==> config.mk <==
export PLATFORM = sky130hd
export DESIGN_NAME = run_controller
export DESIGN_NICKNAME = d
export VERILOG_FILES = /design/src/rtl/edic_dbg_pkg.sv /design/src/rtl/run_controller.sv
export SDC_FILE = /design/constraint.sdc
export NUM_CORES = 1
export LEC_CHECK = 0
export BUFFER_PORTS_ARGS = -buffer_cell sky130_fd_sc_hd__clkbuf_2
export CAP_MARGIN = 20
export CORE_MARGIN = 2
export CORE_UTILIZATION = 55
export DETAILED_ROUTE_END_ITERATION = 16
export GPL_ROUTABILITY_DRIVEN = 0
export PLACE_DENSITY = 0.84
export SETUP_SLACK_MARGIN = 0.1
export SLEW_MARGIN = 15
export SYNTH_ARGS = -nofsm -noshare
export SYNTH_HDL_FRONTEND = slang
export SYNTH_SLANG_ARGS = --single-unit
==> constraint.sdc <==
create_clock -name i_clk -period 4.16 [get_ports i_clk]
set_input_delay 0.624 -clock i_clk [delete_from_list [all_inputs] [get_ports i_clk]]
set_output_delay 0.624 -clock i_clk [all_outputs]
set_load 0.02 [all_outputs]
==> src/rtl/edic_dbg_pkg.sv <==
// ---------------------------------------------------------------------------
// edic_dbg_pkg : command/state encodings shared by the EDiC debug run control
// Rev 1.0
// ---------------------------------------------------------------------------
`default_nettype none

package edic_dbg_pkg;

  typedef enum logic [2:0] {
    CMD_NOP        = 3'd0,
    CMD_RUN        = 3'd1,
    CMD_HALT       = 3'd2,
    CMD_STEP_CYCLE = 3'd3,
    CMD_STEP_INSTR = 3'd4,
    CMD_STEP_N     = 3'd5,
    CMD_RSVD6      = 3'd6,
    CMD_RSVD7      = 3'd7
  } cmd_e;

  typedef enum logic [1:0] {
    ST_HALTED     = 2'd0,
    ST_RUN        = 2'd1,
    ST_STEP_CYC   = 2'd2,
    ST_STEP_INSTR = 2'd3
  } state_e;

  function automatic logic is_reserved(input logic [2:0] cmd);
    return (cmd == CMD_RSVD6) || (cmd == CMD_RSVD7);
  endfunction

endpackage

`default_nettype wire

==> src/rtl/run_controller.sv <==
// ---------------------------------------------------------------------------
// run_controller : debug run/step scheduler driving the registered CPU halt
// Rev 1.0
// ---------------------------------------------------------------------------
`default_nettype none

module run_controller
  import edic_dbg_pkg::*;
#(
  parameter int ADDR_W = 16,
  parameter int CNT_W  = 8,
  parameter int CYC_W  = 32
) (
  input  logic              i_clk,
  input  logic              i_resetn,
  input  logic              i_cmdValid,
  input  logic [2:0]        i_cmd,
  output logic              o_cmdReady,
  input  logic [CNT_W-1:0]  i_stepCount,
  input  logic              i_bpEnable,
  input  logic [ADDR_W-1:0] i_bpAddr,
  input  logic [ADDR_W-1:0] i_pc,
  input  logic              i_instrFinished,
  output logic              o_halt,
  output logic [1:0]        o_state,
  output logic              o_bpHit,
  output logic              o_cmdErr,
  output logic [CYC_W-1:0]  o_cycleCount
);

  state_e             state_q, state_d;
  logic               halt_q, halt_d;
  logic [CNT_W-1:0]   remaining_q, remaining_d;
  logic               bp_hit_q, bp_hit_d;
  logic               cmd_err_q, cmd_err_d;
  logic [CYC_W-1:0]   cycle_q, cycle_d;

  logic               w_accept;
  cmd_e               w_cmd;
  logic               w_bp_match;
  logic               w_halt_cmd;

  assign o_cmdReady = 1'b1;
  assign w_accept   = i_cmdValid & o_cmdReady;
  assign w_cmd      = cmd_e'(i_cmd);
  assign w_halt_cmd = w_accept && (w_cmd == CMD_HALT);
  assign w_bp_match = i_instrFinished && i_bpEnable && (i_pc == i_bpAddr);

  always_comb begin
    state_d     = state_q;
    remaining_d = remaining_q;
    bp_hit_d    = bp_hit_q;
    cmd_err_d   = w_accept && is_reserved(i_cmd);
    cycle_d     = halt_q ? cycle_q : cycle_q + CYC_W'(1);

    case (state_q)
      ST_HALTED: begin
        if (w_accept) begin
          case (w_cmd)
            CMD_RUN: begin
              state_d  = ST_RUN;
              bp_hit_d = 1'b0;
            end
            CMD_STEP_CYCLE: begin
              state_d  = ST_STEP_CYC;
              bp_hit_d = 1'b0;
            end
            CMD_STEP_INSTR: begin
              state_d     = ST_STEP_INSTR;
              remaining_d = CNT_W'(1);
              bp_hit_d    = 1'b0;
            end
            CMD_STEP_N: begin
              if (i_stepCount == '0) begin
                cmd_err_d = 1'b1;
              end else begin
                state_d     = ST_STEP_INSTR;
                remaining_d = i_stepCount;
                bp_hit_d    = 1'b0;
              end
            end
            default: ;
          endcase
        end
      end

      // The single enabled cycle ends regardless; HALT here changes nothing.
      ST_STEP_CYC: begin
        state_d = ST_HALTED;
        if (w_accept && (w_cmd != CMD_NOP) && (w_cmd != CMD_HALT))
          cmd_err_d = 1'b1;
      end

      default: begin  // ST_RUN, ST_STEP_INSTR
        if (w_accept && (w_cmd != CMD_NOP) && (w_cmd != CMD_HALT))
          cmd_err_d = 1'b1;

        // HALT wins, but a coincident breakpoint still records the hit.
        if (w_halt_cmd) begin
          state_d = ST_HALTED;
          if (w_bp_match)
            bp_hit_d = 1'b1;
        end else if (w_bp_match) begin
          state_d  = ST_HALTED;
          bp_hit_d = 1'b1;
        end else if ((state_q == ST_STEP_INSTR) && i_instrFinished) begin
          remaining_d = remaining_q - CNT_W'(1);
          if (remaining_q == CNT_W'(1))
            state_d = ST_HALTED;
        end
      end
    endcase

    if (state_d == ST_HALTED)
      remaining_d = '0;
    halt_d = (state_d == ST_HALTED);
  end

  always_ff @(posedge i_clk or negedge i_resetn) begin
    if (!i_resetn) begin
      state_q     <= ST_HALTED;
      halt_q      <= 1'b1;
      remaining_q <= '0;
      bp_hit_q    <= 1'b0;
      cmd_err_q   <= 1'b0;
      cycle_q     <= '0;
    end else begin
      state_q     <= state_d;
      halt_q      <= halt_d;
      remaining_q <= remaining_d;
      bp_hit_q    <= bp_hit_d;
      cmd_err_q   <= cmd_err_d;
      cycle_q     <= cycle_d;
    end
  end

  assign o_halt       = halt_q;
  assign o_state      = state_q;
  assign o_bpHit      = bp_hit_q;
  assign o_cmdErr     = cmd_err_q;
  assign o_cycleCount = cycle_q;

endmodule

`default_nettype wire

==> results.toml <==
[cts]
hold_buffers = 0
cts_setup_buffers = 0
cts_buffers = 5
clk-insertion-delay-late_ps = 290
ctsHtreeMaxLevel = 2
root_buffer = "clkbuf_8"
cts_tree = "built"
clkTransAtPathRegs_ps = 80
cts.sinks = 45
cts_buffer_depth = 2
cts_resized = 0

[global_route]
grt_max_degree = 46
grt_pass1_vias = 2172
grt_pass1_wl_mm = 9.92
grt-ovfl-total = 0
grt_usage_pct = 24.0
antenna_found_initial = 0

[placed_design]
portBuffers = 84
dp_hpwl_mm = 4.58
place_inst = 392

[route]
drtIter0Drc = 96
via_per_inst = 5.72
dr_wl_met2_mm = 3.16
routedLengthMet1_mm = 2.34
drt_wl_total_mm = 5.95
dr.pass1.iters = 4
topRoutingLayerUsed = "met4"
postRouteAntennaNets = 0
drc = 0
vias = 2295
routedWlPerCell_um = 14.8
dr_wl_met3_um = 346

[layout]
final_common_cell = "clkbuf_2"
n_fill_cell = 358
layout_common_cells = "83 x clkbuf_2, 44 x dfrtp_1, 27 x xor2_1"
drive_gt1_share_pct = 31.7
synthToLayoutAreaGrowth_pct = 22.7
nets = 397
antennaDiodeCount = 0
stdcell_count = 401

[status]
status = "finished clean"

[synthesis]
synth_top_cell_by_area = "dfrtp_1"
yosys-top-cells-area = "dfrtp_1 42%, xor2_1 9.1%, xnor2_1 8.0%"
synthFlopType = "dfrtp_1"
synth_top_area_share_pct = 42.2
yosysWarnings = 0
synth-edff-count = 0
ys_types = 56
syn_area_um2 = 2610
synthCells = 260
seq_area_frac_synth_pct = 43.2
yosys_register_bits = 45
synth-async-reset-ratio_pct = 100
synth_fp_nets = 311
syn_area_per_cell_um2 = 10.0

[floorplan]
dieArea_um2 = 5320
rows = 25
io_pins = 86
die_h_um = 72.9
core-area_um2 = 4660
die_x_um = 72.9
start_util_pct = 56.0

[setup_path]
crit_chain = "nor2_2 > nand3_1 > a221oi_2 > nor2b_1 > o21a_1 > a221oi_1"
r2r_slack_ps = 1970
critPathTopFamily = "simple AND/OR/NAND/NOR gates"
path_buf_inv = 0
critPathRequiredTime_ps = 4340
slowest_stage = "nor2_2"
cpPeakStageDelay_ps = 540
crit_type = "register to register"
arrival_ps = 2380
cp-start-kind = "register"
end_kind = "register"
worst-path-max-fanout = 16

[power_and_ir_drop]
pwr_density_cell_nw_per_um2 = 540
power_mw = 1.73
p_leak_nw = 1.61
ir_worst_vdd_mv = 0.313

[timing]
timing.setup.tns_ps = 0
rsz0062_at_grt = "false"
period_needed_ps = 2190
fin_skew_ps = 5.67
hold_violations = 0
finalSetupViolCount = 0
fin_crit_sh_pct = 52.8
maxSlewViolCount = 0
timing.slew.headroom_pct = 59.9
worstMarginPinSlew_ps = 601
max_freq_ghz = 0.456

[min_path]
hp-class = "input port to async pin"

[flow_run]
cap_viol_max_count = 0
[per-stage QoR]
stage                     area, um^2  hold WS, ps  worst slack (ps)  util (%)
after floorplan                 2610          328              2190         -
after global placement          3060          455              1830      65.7
after detailed placement        3060          461              1730      65.7
after CTS                       3180          472              1990      68.2
after global routing            3200          351              1730      68.8
final                           3200          300              1970      68.8
[worst paths after layout]
check,depth (start not counted),to,startpoint
min in group i_clk,1,o_cycleCount[31],o_cycleCount[31]
worst min register to register,1,o_cycleCount[31],o_cycleCount[31]
worst max register to register,6,remaining_q[5],o_state[1]
worst min-delay path,1,o_cycleCount[11],i_resetn
worst max-delay path,6,remaining_q[5],o_state[1]
max in group asynchronous,2,o_halt,i_resetn
[routing by layer]
layer	GRT usage [%]	vias to the layer above
met5	0	-
met3	5.52	9
met2	42.7	92
met1	28.6	1099
met4	7.61	0
li1	-	1095
[sequential cells by signal, summed over array words and instances (netlist names)]
| name | count |
|---|---|
| o_bpHit | 1 |
| remaining_q | 8 |
| o_cmdErr | 1 |
| o_state | 2 |
| o_halt | 1 |
| o_cycleCount | 32 |
[cell usage after synthesis (all sizes together), types with 2 or more instances]
| master | number |
|---|---|
| a211oi | 4 |
| a21o | 2 |
| a21oi | 6 |
| a221oi | 3 |
| and2 | 5 |
| and3 | 10 |
| and4 | 4 |
| buf | 5 |
| dfrtp | 44 |
| ha | 3 |
| inv | 7 |
| nand2 | 20 |
| nand2b | 2 |
| nand3 | 18 |
| nand4 | 6 |
| nor2 | 17 |
| nor2b | 3 |
| nor3 | 11 |
| nor4 | 8 |
| o2111ai | 2 |
| o21ai | 9 |
| xnor2 | 24 |
| xor2 | 27 |
[where the power goes]
group          internal [mW]  switching, mW
sequential             0.524          0.132
combinational          0.324          0.416
clock                  0.196          0.139
total                   1.04          0.687
[area by class of cell]
| cell class | instances | area [um^2] | area share [%] |
|---|---|---|---|
| flip-flops and latches | 45 | 1130 | 35.2 |
| clock inverters | 1 | 30.0 | 0.937 |
| inverters | 7 | 26.3 | 0.820 |
| multi-input cells | 202 | 1420 | 44.3 |
| clock buffers | 7 | 86.3 | 2.69 |
| well taps | 54 | 67.6 | 2.11 |
| repair buffers | 85 | 448 | 14.0 |
[cells by family after synthesis]
kind of cell / Yosys count / share of synthesized area [%]
flops: 45 / 43.2
xor+xnor: 51 / 17.1
fa+ha+maj: 3 / 1.44
mux: 1 / 0.431
compound gates: 36 / 10.6
buf+inv: 13 / 2.49
other cells: 1 / 0.144
simple gates: 110 / 24.6
Note: power is estimated with default switching activity, not from simulation.
